===== src/rtl/password_entry.sv =====
// password_entry: debounced enter/clear front end assembling DIGITS BCD digits.
// Define PASSWORD_ENTRY_TIMEOUT_EN to clear a stale partial entry after TIMEOUT_CYCLES.
module password_entry #(
    parameter int DIGITS          = 4,
    parameter int DEBOUNCE_CYCLES = 500000,
    parameter int TIMEOUT_CYCLES  = 250000000
) (
    input  logic                  clk,
    input  logic                  rst_a_n,
    input  logic [3:0]            digit_in,
    input  logic                  enter_btn,
    input  logic                  clear_btn,
    output logic [4*DIGITS-1:0]   code_out,
    output logic                  code_valid,
    input  logic                  code_ready,
    output logic [3:0]            digit_count,
    output logic                  digit_err,
    output logic                  timeout_pulse
);

    localparam int DBW = $clog2(DEBOUNCE_CYCLES);

    typedef enum logic {
        COLLECT = 1'b0,
        FULL    = 1'b1
    } state_t;

    // Index 0 is enter, index 1 is clear.
    logic [1:0]     btn_raw;
    logic [1:0]     sync1_q;
    logic [1:0]     sync2_q;
    logic [1:0]     deb_q;
    logic [1:0]     deb_d;
    logic [1:0]     press_q;
    logic [1:0]     press_d;
    logic [DBW-1:0] dcnt_q [2];
    logic [DBW-1:0] dcnt_d [2];

    logic [3:0]     dig_s1_q;
    logic [3:0]     dig_s2_q;

    state_t              state_q;
    state_t              state_d;
    logic [4*DIGITS-1:0] code_q;
    logic [4*DIGITS-1:0] code_d;
    logic                valid_q;
    logic                valid_d;
    logic [3:0]          cnt_q;
    logic [3:0]          cnt_d;
    logic                err_q;
    logic                err_d;

    logic ent_stb;
    logic clr_stb;
    logic tmo_hit;

    assign btn_raw = {clear_btn, enter_btn};
    assign ent_stb = press_q[0];
    assign clr_stb = press_q[1];

    always_comb begin
        for (int i = 0; i < 2; i++) begin
            deb_d[i]  = deb_q[i];
            dcnt_d[i] = '0;
            if (sync2_q[i] != deb_q[i]) begin
                if (dcnt_q[i] == DBW'(DEBOUNCE_CYCLES - 1)) begin
                    deb_d[i] = sync2_q[i];
                end else begin
                    dcnt_d[i] = dcnt_q[i] + DBW'(1);
                end
            end
            press_d[i] = deb_d[i] & ~deb_q[i];
        end
    end

    always_ff @(posedge clk or negedge rst_a_n) begin
        if (!rst_a_n) begin
            sync1_q  <= '0;
            sync2_q  <= '0;
            deb_q    <= '0;
            press_q  <= '0;
            dig_s1_q <= '0;
            dig_s2_q <= '0;
            for (int i = 0; i < 2; i++) begin
                dcnt_q[i] <= '0;
            end
        end else begin
            sync1_q  <= btn_raw;
            sync2_q  <= sync1_q;
            deb_q    <= deb_d;
            press_q  <= press_d;
            dig_s1_q <= digit_in;
            dig_s2_q <= dig_s1_q;
            for (int i = 0; i < 2; i++) begin
                dcnt_q[i] <= dcnt_d[i];
            end
        end
    end

`ifdef PASSWORD_ENTRY_TIMEOUT_EN
    localparam int TW = $clog2(TIMEOUT_CYCLES);

    logic [TW-1:0] tmo_q;
    logic [TW-1:0] tmo_d;
    logic          tmo_pulse_q;
    logic          tmo_run;

    assign tmo_run = (state_q == COLLECT) && (cnt_q != 4'd0);
    assign tmo_hit = tmo_run && (tmo_q == TW'(TIMEOUT_CYCLES - 1));

    always_comb begin
        tmo_d = '0;
        if (tmo_run && !ent_stb && !clr_stb && !tmo_hit) begin
            tmo_d = tmo_q + TW'(1);
        end
    end

    always_ff @(posedge clk or negedge rst_a_n) begin
        if (!rst_a_n) begin
            tmo_q       <= '0;
            tmo_pulse_q <= 1'b0;
        end else begin
            tmo_q       <= tmo_d;
            tmo_pulse_q <= tmo_hit && !ent_stb && !clr_stb;
        end
    end

    assign timeout_pulse = tmo_pulse_q;
`else
    assign tmo_hit       = 1'b0;
    assign timeout_pulse = 1'b0;
`endif

    // Clear beats enter; either strobe beats an expiring timeout.
    always_comb begin
        state_d = state_q;
        code_d  = code_q;
        valid_d = valid_q;
        cnt_d   = cnt_q;
        err_d   = 1'b0;
        unique case (state_q)
            COLLECT: begin
                if (clr_stb) begin
                    code_d = '0;
                    cnt_d  = 4'd0;
                end else if (ent_stb) begin
                    if (dig_s2_q > 4'd9) begin
                        err_d = 1'b1;
                    end else begin
                        code_d = {code_q[4*DIGITS-5:0], dig_s2_q};
                        cnt_d  = cnt_q + 4'd1;
                        if (cnt_q == 4'(DIGITS - 1)) begin
                            state_d = FULL;
                            valid_d = 1'b1;
                        end
                    end
                end else if (tmo_hit) begin
                    code_d = '0;
                    cnt_d  = 4'd0;
                end
            end
            FULL: begin
                if (code_ready) begin
                    state_d = COLLECT;
                    valid_d = 1'b0;
                    code_d  = '0;
                    cnt_d   = 4'd0;
                end
            end
            default: begin
                state_d = COLLECT;
            end
        endcase
    end

    always_ff @(posedge clk or negedge rst_a_n) begin
        if (!rst_a_n) begin
            state_q <= COLLECT;
            code_q  <= '0;
            valid_q <= 1'b0;
            cnt_q   <= 4'd0;
            err_q   <= 1'b0;
        end else begin
            state_q <= state_d;
            code_q  <= code_d;
            valid_q <= valid_d;
            cnt_q   <= cnt_d;
            err_q   <= err_d;
        end
    end

    assign code_out    = code_q;
    assign code_valid  = valid_q;
    assign digit_count = cnt_q;
    assign digit_err   = err_q;

endmodule


===== config.mk =====
export PLATFORM = sky130hd
export DESIGN_NAME = password_entry
export DESIGN_NICKNAME = d
export VERILOG_FILES = /design/src/rtl/password_entry.sv
export SDC_FILE = /design/constraint.sdc
export NUM_CORES = 1
export LEC_CHECK = 0
export ABC_CLOCK_PERIOD_IN_PS = 1800
export BUFFER_PORTS_ARGS = -buffer_cell sky130_fd_sc_hd__buf_4
export CAP_MARGIN = 20
export CORE_AREA = 2 2 72 101
export CTS_CLUSTER_DIAMETER = 30
export DETAILED_ROUTE_END_ITERATION = 6
export DIE_AREA = 0 0 74 103
export GPL_TIMING_DRIVEN = 0
export PLACE_DENSITY_LB_ADDON = 0.15
export SETUP_SLACK_MARGIN = 0.1
export SYNTH_ARGS = -nofsm -noshare
export SYNTH_HDL_FRONTEND = slang
export SYNTH_SLANG_ARGS = --single-unit

===== constraint.sdc =====
create_clock -name clk -period 1.8 [get_ports clk]
set_input_delay 0.36 -clock clk [delete_from_list [all_inputs] [get_ports clk]]
set_output_delay 0.36 -clock clk [all_outputs]
set_load 0.02 [all_outputs]

# After elaboration in Yosys (flattened, before gate mapping)
# Cells that the tools add are included.
# classes
add_sub_neg,3
mul,0
n_div,0
magnitude_cmp,1
eq_ne,12
shift,0
mux,34
bitwise_logic,5
n_reduce_logical,2
# op_table
operator,n
$mux W19,4
$mux W16,4
$add A19 B1 Y19 const B,2
$eq A19 B19 Y1 const B,2
$pmux W16 S2,1
$mux W1,18
$mux W4,4
$ne A2 B2 Y1 const B,5
$pmux W4 S2,1
$ne A3 B3 Y1 const B,2
$reduce_and A5 Y1,1
$add A4 B1 Y4 const B,1
$eq A4 B2 Y1 const B,1
$gt A4 B4 Y1 const B,1
$pmux W1 S2,2
$not A1 Y1,3
$reduce_and A3 Y1,1
$and A1 B1 Y1,2
$ne A1 B1 Y1,2
# totals
ff_bits,77
latch_bits,0
ramBits,0
mem_bits_ro,0
in_bits,9
output_inout_bits,23
n_memories,0

# Longest topological paths before layout
# Gate-level depths: netlist (run 1).
# depth
ltp_word,6
depth_mapped,6
ltp_nobuf,5

# Worst setup path before layout (run 1)
# No wires, ideal clock.
# synth_timing
kind,register -> register
startpoint,register dcnt_q[0] (netlist name)
endpoint,register dcnt_q[18] (netlist name)
arrival_ns,1.771
setup_slack_ns,-0.049
path_stages_with_launch,6
period_less_slack_ns,1.849
cell_sequence,dfrtp_1 > ha_1 > nand4_4 > or4_1 > or3_1 > a21oi_1
# synth_lines
element,line_no,text
start: declaration,36,logic [DBW-1:0] dcnt_q [2];
start signal: indexed assignment,95,dcnt_q[i] <= dcnt_d[i];

==> impl_metrics.py, run 1 <==
metrics = {
    "power": {
        "p_sw_share_pct": 22.77,
        "p_switching_w": 0.0007328,
        "combPwrFrac_pct": 4.2,
        "internal_power_w": 0.002486,
        "total_power_w": 0.003219,
        "p_leak_nw": 1.848,
        "sequentialPowerShare_pct": 55.1,
        "power_frac_clock_pct": 40.8,
        "powerDensity_mw_per_mm2": 739.3,
        "peakVddDrop_uv": 539.1,
    },
    "floorplan": {
        "rows": 36,
        "die_area_mm2": 0.007622,
        "initial_utilization_pct": 50.83,
        "ios": 32,
        "design.core.area_mm2": 0.006802,
        "die_x_um": 74,
        "die_y_um": 103,
    },
    "sta": {
        "worstMarginPinSlew_ns": 0.9312,
        "fmax_mhz": 573.3,
        "rsz0062_at_grt": "yes",
        "tns_ns": 0,
        "period_share_pct": 96.91,
        "hold_viol_final": 0,
        "fin_crit_ns": 1.744,
        "whs_ns": 0.1014,
        "finClkSkew_ns": 0.01008,
        "setup_viol": 0,
        "slew_violations": 0,
        "max_slew_margin_pct": 37.92,
    },
    "hold_path": {
        "hold_path_class": "in -> reg",
        "hp-start": "enter_btn",
    },
    "drt": {
        "wl_per_cell_um": 14.98,
        "route.detailed.drc": 0,
        "drt_pass1_iterations": 4,
        "finalWirelength_um": 7533,
        "initialDrtViolationCount": 133,
        "ant_nets": 0,
        "num_vias": 2724,
        "vias_per_cell": 5.416,
    },
    "yosys": {
        "yosysSeqAreaShare_pct": 55.74,
        "yosysTopAreaCell": "dfrtp_1",
        "ys_ff_latch": 77,
        "yosys_warnings": 0,
        "synth_edf_count": 0,
        "ys_async_sr_fraction_pct": 100.0,
        "synthTopCellsByArea": "dfrtp_1, xnor2_1, nor2_1",
        "synth.cell_area_mm2": 0.003457,
        "yosys.area.top_type_share_pct": 55.74,
        "syn_area_per_cell_um2": 10.35,
        "syn_nets": 346,
        "synth_ff_type": "dfrtp_1",
        "syn_inst": 334,
        "synth_cell_type_count": 37,
    },
    "layout": {
        "seq_area_mm2": 0.001938,
        "drive_gt1_share_pct": 30.15,
        "syn2layout_area_growth_pct": 25.95,
        "final_cell_area_mm2": 0.004354,
        "multi_input_area_mm2": 0.001535,
        "fin_nets": 416,
        "fillCellCount": 553,
        "diodes": 0,
    },
    "grt": {
        "grt_pass1_wl_um": 12160,
        "busiest_layer": "met2",
        "met2_usage_pct": 33.86,
        "gr-usage-all-layers_pct": 21.22,
        "met3_usage_pct": 6.745,
        "antenna_found_initial": 0,
        "grtUsageMet1_pct": 26.59,
        "grt_pass1_vias": 2617,
        "gr-total-overflow": 0,
        "grt_max_degree": 78,
    },
    "setup_path": {
        "start_kind": "flop",
        "worst-setup-path-type": "reg -> reg",
        "crit_path_max_fanout": 7,
        "cp.required_ns": 2.03,
        "crit_path_end_kind": "flop",
        "reg2reg_from": "dcnt_q[19]",
        "crit_start": "dcnt_q[19]",
        "cp_data_arrival_time_ns": 1.98,
    },
    "placed_design": {
        "place_area_mm2": 0.003814,
        "dp_hpwl_um": 4499,
        "gp_congestion": 0.8153,
        "io_buffers": 30,
    },
    "clocking": {
        "htree_num_levels": 3,
        "ctsHoldBuffers": 0,
        "cts_buffer_depth": 2,
        "cts_root_buf": "clkbuf_8",
        "clock-sinks": 77,
        "path_clk_slew_ns": 0.08,
        "cts_tree": "yes",
        "numCtsBuffers": 9,
        "clkLatencyLatePin_ns": 0.36,
    },
    "job": {
        "drv_cap": 0,
    },
    "outcome": {
        "status": "completed",
    },
}
[power groups by stage]
stage | combinational, W | clock (W) | sequential [W]
floorplan | 0.0000465 | 0 | 0.00180
detailed placement | 0.000104 | 0 | 0.00181
global placement | 0.000104 | 0 | 0.00181
finish | 0.000134 | 0.00131 | 0.00177
global route | 0.000155 | 0.00142 | 0.00178
CTS | 0.000120 | 0.00134 | 0.00177
[Yosys cell counts (8+ instances only)]
cell and number:
nand3_1 14, nand4_1 9, nor4_1 11, nor3_1 8, nor2_1 40, o31ai_1 16
dfrtp_1 77, inv_1 10, o21ai_0 25, nand2_1 32, xnor2_1 25, clkbuf_1 11
a21oi_1 8
[state kept, by name (all words and copies together) (netlist names)]
name and cells:
dcnt_q 38, sync2_q 2, sync1_q 2, press_q 2, deb_q 2, dig_s2_q 4, code_out 16, digit_err 1
state_q 1, digit_count 4, code_valid 1, dig_s1_q 4
[layout make-up]
class / count / share of cell area [%]
flip-flops and latches: 77 / 44.51
clock inverters: 3 / 1.063
plain buffers: 14 / 2.040
repair buffers: 59 / 10.20
multi-input cells: 233 / 35.26
inverters: 10 / 0.8621
clock buffers: 12 / 3.333
well taps: 95 / 2.730
[path summary, 6_finish.rpt]
check | to | slack (ns) | depth (start not counted)
worst max-delay path | dcnt_q[37] | 0.06 | 7
worst min-delay path | sync1_q[0] | 0.10 | 1
worst max register to register | dcnt_q[37] | 0.06 | 7
worst min register to register | dig_s2_q[0] | 0.35 | 0
max in group asynchronous | dcnt_q[5] | 1.00 | 1
min in group asynchronous | digit_count[2] | 0.13 | 1
[critical path, stage by stage, from the launching register on]
cell and delay (ns):
dfrtp_1 0.39, ha_2 0.22, nand4_1 0.12, buf_4 0.21, o41ai_4 0.35, buf_4 0.17, buf_6 0.11, a21oi_2 0.04
[per-layer routing]
metal / wire length [um] / vias up
li1: - / 1314
met1: 3284 / 1340
met2: 3802 / 48
met3: 200 / 22
met4: 246 / 0
met5: 0 / -
[per-stage QoR]
step	setup WS [ns]	cells	utilization, %
5_1_grt	-0.02516	503	64.02
3_5_place_dp	-0.3229	459	56.07
6_report	0.05556	503	64.02
3_3_place_gp	-0.3225	459	56.07
4_1_cts	0.01704	492	61.46
2_1_floorplan	0.05119	334	-
[cells in the final DEF (no fill, tap or decap), drive strengths merged, types with 2 or more instances in the layout]
master	instances
inv	10
ha	3
a21oi	8
o21ai	25
nor4	11
xor2	5
dfrtp	77
nor2b	2
clkbuf	23
xnor2	25
nor2	40
or2	4
or3	6
or4	4
nand4	10
nor3	8
buf	62
o41ai	5
nand3	14
and2	2
o31ai	16
nand2	32
and3b	2
mux2	2
[cells by family (layout without fill, tap and decap cells)]
| family | Yosys count | in the layout | share of synthesized area, % |
|---|---|---|---|
| xor gates and xnor gates | 30 | 30 | 7.600 |
| other | 1 | 1 | 0.1085 |
| adders and majority gates | 3 | 3 | 1.086 |
| muxes | 3 | 3 | 0.9410 |
| AOI/OAI and AO/OA | 57 | 57 | 11.36 |
| buffers and inverters | 24 | 98 | 3.040 |
| DFF | 77 | 77 | 55.74 |
| and+or+nand+nor | 139 | 139 | 20.12 |
[repair_timing]
action                                  4_1_cts  5_1_grt
cloned                                        0        1
setup buffers                                18       10
gates resized for setup                      16       37
endpoints found under the setup margin       53       57
pin swaps                                    12        9
No activity file was read; power rests on OpenSTA's default activity.
==> run 2: changes to the inputs <==
Settings changed: HOLD_SLACK_MARGIN set to 0.08, RECOVER_POWER set to 25, TNS_END_PERCENT set to 5.
==> impl_metrics.py, run 2 (same netlist as run 1, synthesis figures left out) <==
metrics = {
    "outcome": {
        "status": "completed",
    },
    "layout": {
        "largest_reg_flops": 38,
        "syn2layout_area_growth_pct": 24.65,
        "diodes": 0,
        "fin_nets": 411,
        "final_cell_mix": "dfrtp_1, buf_4, nor2_1",
        "final_cell_area_mm2": 0.004309,
        "final_common_cell": "dfrtp_1",
        "largest_register": "dcnt_q",
        "drive_gt1_share_pct": 26.24,
    },
    "sta": {
        "setup_viol": 0,
        "fmax_mhz": 560.8,
        "slew_violations": 0,
        "period_share_pct": 99.07,
        "fin_crit_ns": 1.783,
        "worstMarginPinSlew_ns": 1.028,
        "rsz0062_at_grt": "yes",
        "finClkSkew_ns": 0.008794,
        "tns_ns": 0,
        "max_slew_margin_pct": 31.46,
        "hold_viol_final": 0,
    },
    "setup_path": {
        "cp_data_arrival_time_ns": 2.06,
        "crit_path_max_fanout": 6,
        "cpMaxStageDelayCell": "or4_4",
        "crit_start": "dcnt_q[1]",
        "worst-setup-path-type": "reg -> reg",
        "start_kind": "flop",
        "reg2reg_from": "dcnt_q[1]",
        "crit_family": "simple AND/OR/NAND/NOR gates",
        "cp.required_ns": 2.08,
        "path_buf_inv": 0,
        "max_stage_delay_ns": 0.55,
        "crit_path_end_kind": "flop",
        "crit_chain": "ha_4, nand4_4, or4_4, or3_4, a21oi_2",
    },
    "drt": {
        "drt_pass1_iterations": 4,
        "ant_nets": 0,
        "num_vias": 2686,
        "initialDrtViolationCount": 121,
        "route.detailed.drc": 0,
        "finalWirelength_um": 7180,
        "wl_per_cell_um": 14.39,
        "vias_per_cell": 5.383,
    },
    "grt": {
        "grt_pass1_vias": 2596,
        "gr-usage-all-layers_pct": 20.33,
        "grt_max_degree": 78,
        "grtUsageMet1_pct": 26.14,
        "busiest_layer": "met2",
        "grt_pass1_wl_um": 11990,
        "met3_usage_pct": 4.790,
        "met2_usage_pct": 33.24,
        "antenna_found_initial": 0,
        "gr-total-overflow": 0,
    },
    "clocking": {
        "htree_num_levels": 3,
        "path_clk_slew_ns": 0.08,
        "cts_root_buf": "clkbuf_8",
        "clkLatencyLatePin_ns": 0.34,
        "cts_buffer_depth": 2,
        "ctsHoldBuffers": 0,
        "cts_tree": "yes",
        "numCtsBuffers": 9,
        "clock-sinks": 77,
    },
    "floorplan": {
        "design.core.area_mm2": 0.006802,
        "initial_utilization_pct": 50.83,
        "die_y_um": 103,
        "die_area_mm2": 0.007622,
        "rows": 36,
        "ios": 32,
        "die_x_um": 74,
    },
    "power": {
        "sequentialPowerShare_pct": 53.1,
        "p_switching_w": 0.0007491,
        "combPwrFrac_pct": 3.7,
        "powerDensity_mw_per_mm2": 775.6,
        "internal_power_w": 0.002593,
        "power_frac_clock_pct": 43.2,
        "p_sw_share_pct": 22.41,
        "peakVddDrop_uv": 851.9,
        "p_leak_nw": 1.834,
    },
    "hold_path": {
        "hp-start": "digit_in[0]",
        "hold_path_class": "in -> reg",
    },
    "placed_design": {
        "place_area_mm2": 0.003814,
        "gp_congestion": 0.8465,
        "io_buffers": 30,
        "dp_hpwl_um": 4545,
    },
    "job": {
        "drv_cap": 0,
    },
}
==> run 2: area by class of cell <==
type | instances | area [um^2]
multi-input combinational | 233 | 1503
inverter | 10 | 37.54
tap | 95 | 118.9
clock buffer | 9 | 123.9
clock inverter | 7 | 96.34
sequential | 77 | 1931
timing repair buffer | 54 | 416.7
buffer | 14 | 82.58
fill | 563 | 2492
==> run 2: path summary, 6_finish.rpt <==
| check | end | slack, ns | cells past startpoint |
|---|---|---|---|
| setup / recovery | dcnt_q[18] | 0.02 | 5 |
| hold / removal | dig_s1_q[0] | 0.14 | 1 |
| setup reg to reg | dcnt_q[18] | 0.02 | 5 |
| hold reg to reg | dig_s2_q[2] | 0.35 | 0 |
| max in group asynchronous | dcnt_q[2] | 0.86 | 1 |
| min in group asynchronous | digit_count[3] | 0.20 | 1 |
==> run 2: repair_timing <==
action                                  CTS  global route
pin swaps                                 8             8
resized for setup                        15            22
buffers inserted                         11            12
endpoints found under the setup margin   61            58
gates cloned                              1             0
==> run 2: metrics by stage <==
| step | util (%) | hold WS [ns] | std cells | power, W | setup WS [ns] |
|---|---|---|---|---|---|
| 2_1_floorplan | - | 0.06441 | 334 | 0.001851 | 0.05119 |
| 3_3_place_gp | 56.07 | 0.3311 | 459 | 0.001910 | -0.3191 |
| 3_5_place_dp | 56.07 | 0.3395 | 459 | 0.001913 | -0.3137 |
| 4_1_cts | 61.18 | 0.1006 | 487 | 0.003363 | -0.05224 |
| 5_1_grt | 63.36 | 0.1130 | 499 | 0.003476 | -0.07496 |
| 6_report | 63.36 | 0.1381 | 499 | 0.003342 | 0.01675 |
==> run 2: power groups by stage <==
stage	Clock [W]	Sequential (W)	Combinational, W
6_report	0.00144	0.00177	0.000124
5_1_grt	0.00156	0.00178	0.000143
4_1_cts	0.00147	0.00177	0.000118
3_5_place_dp	0	0.00181	0.000105
3_3_place_gp	0	0.00181	0.000103
2_1_floorplan	0	0.00180	0.0000465
==> run 2: per-layer routing <==
| metal | part of all wire [%] | up-vias |
|---|---|---|
| li1 | - | 1299 |
| met1 | 43 | 1310 |
| met2 | 51 | 64 |
| met3 | 4.6 | 13 |
| met4 | 1.8 | 0 |
| met5 | 0 | - |
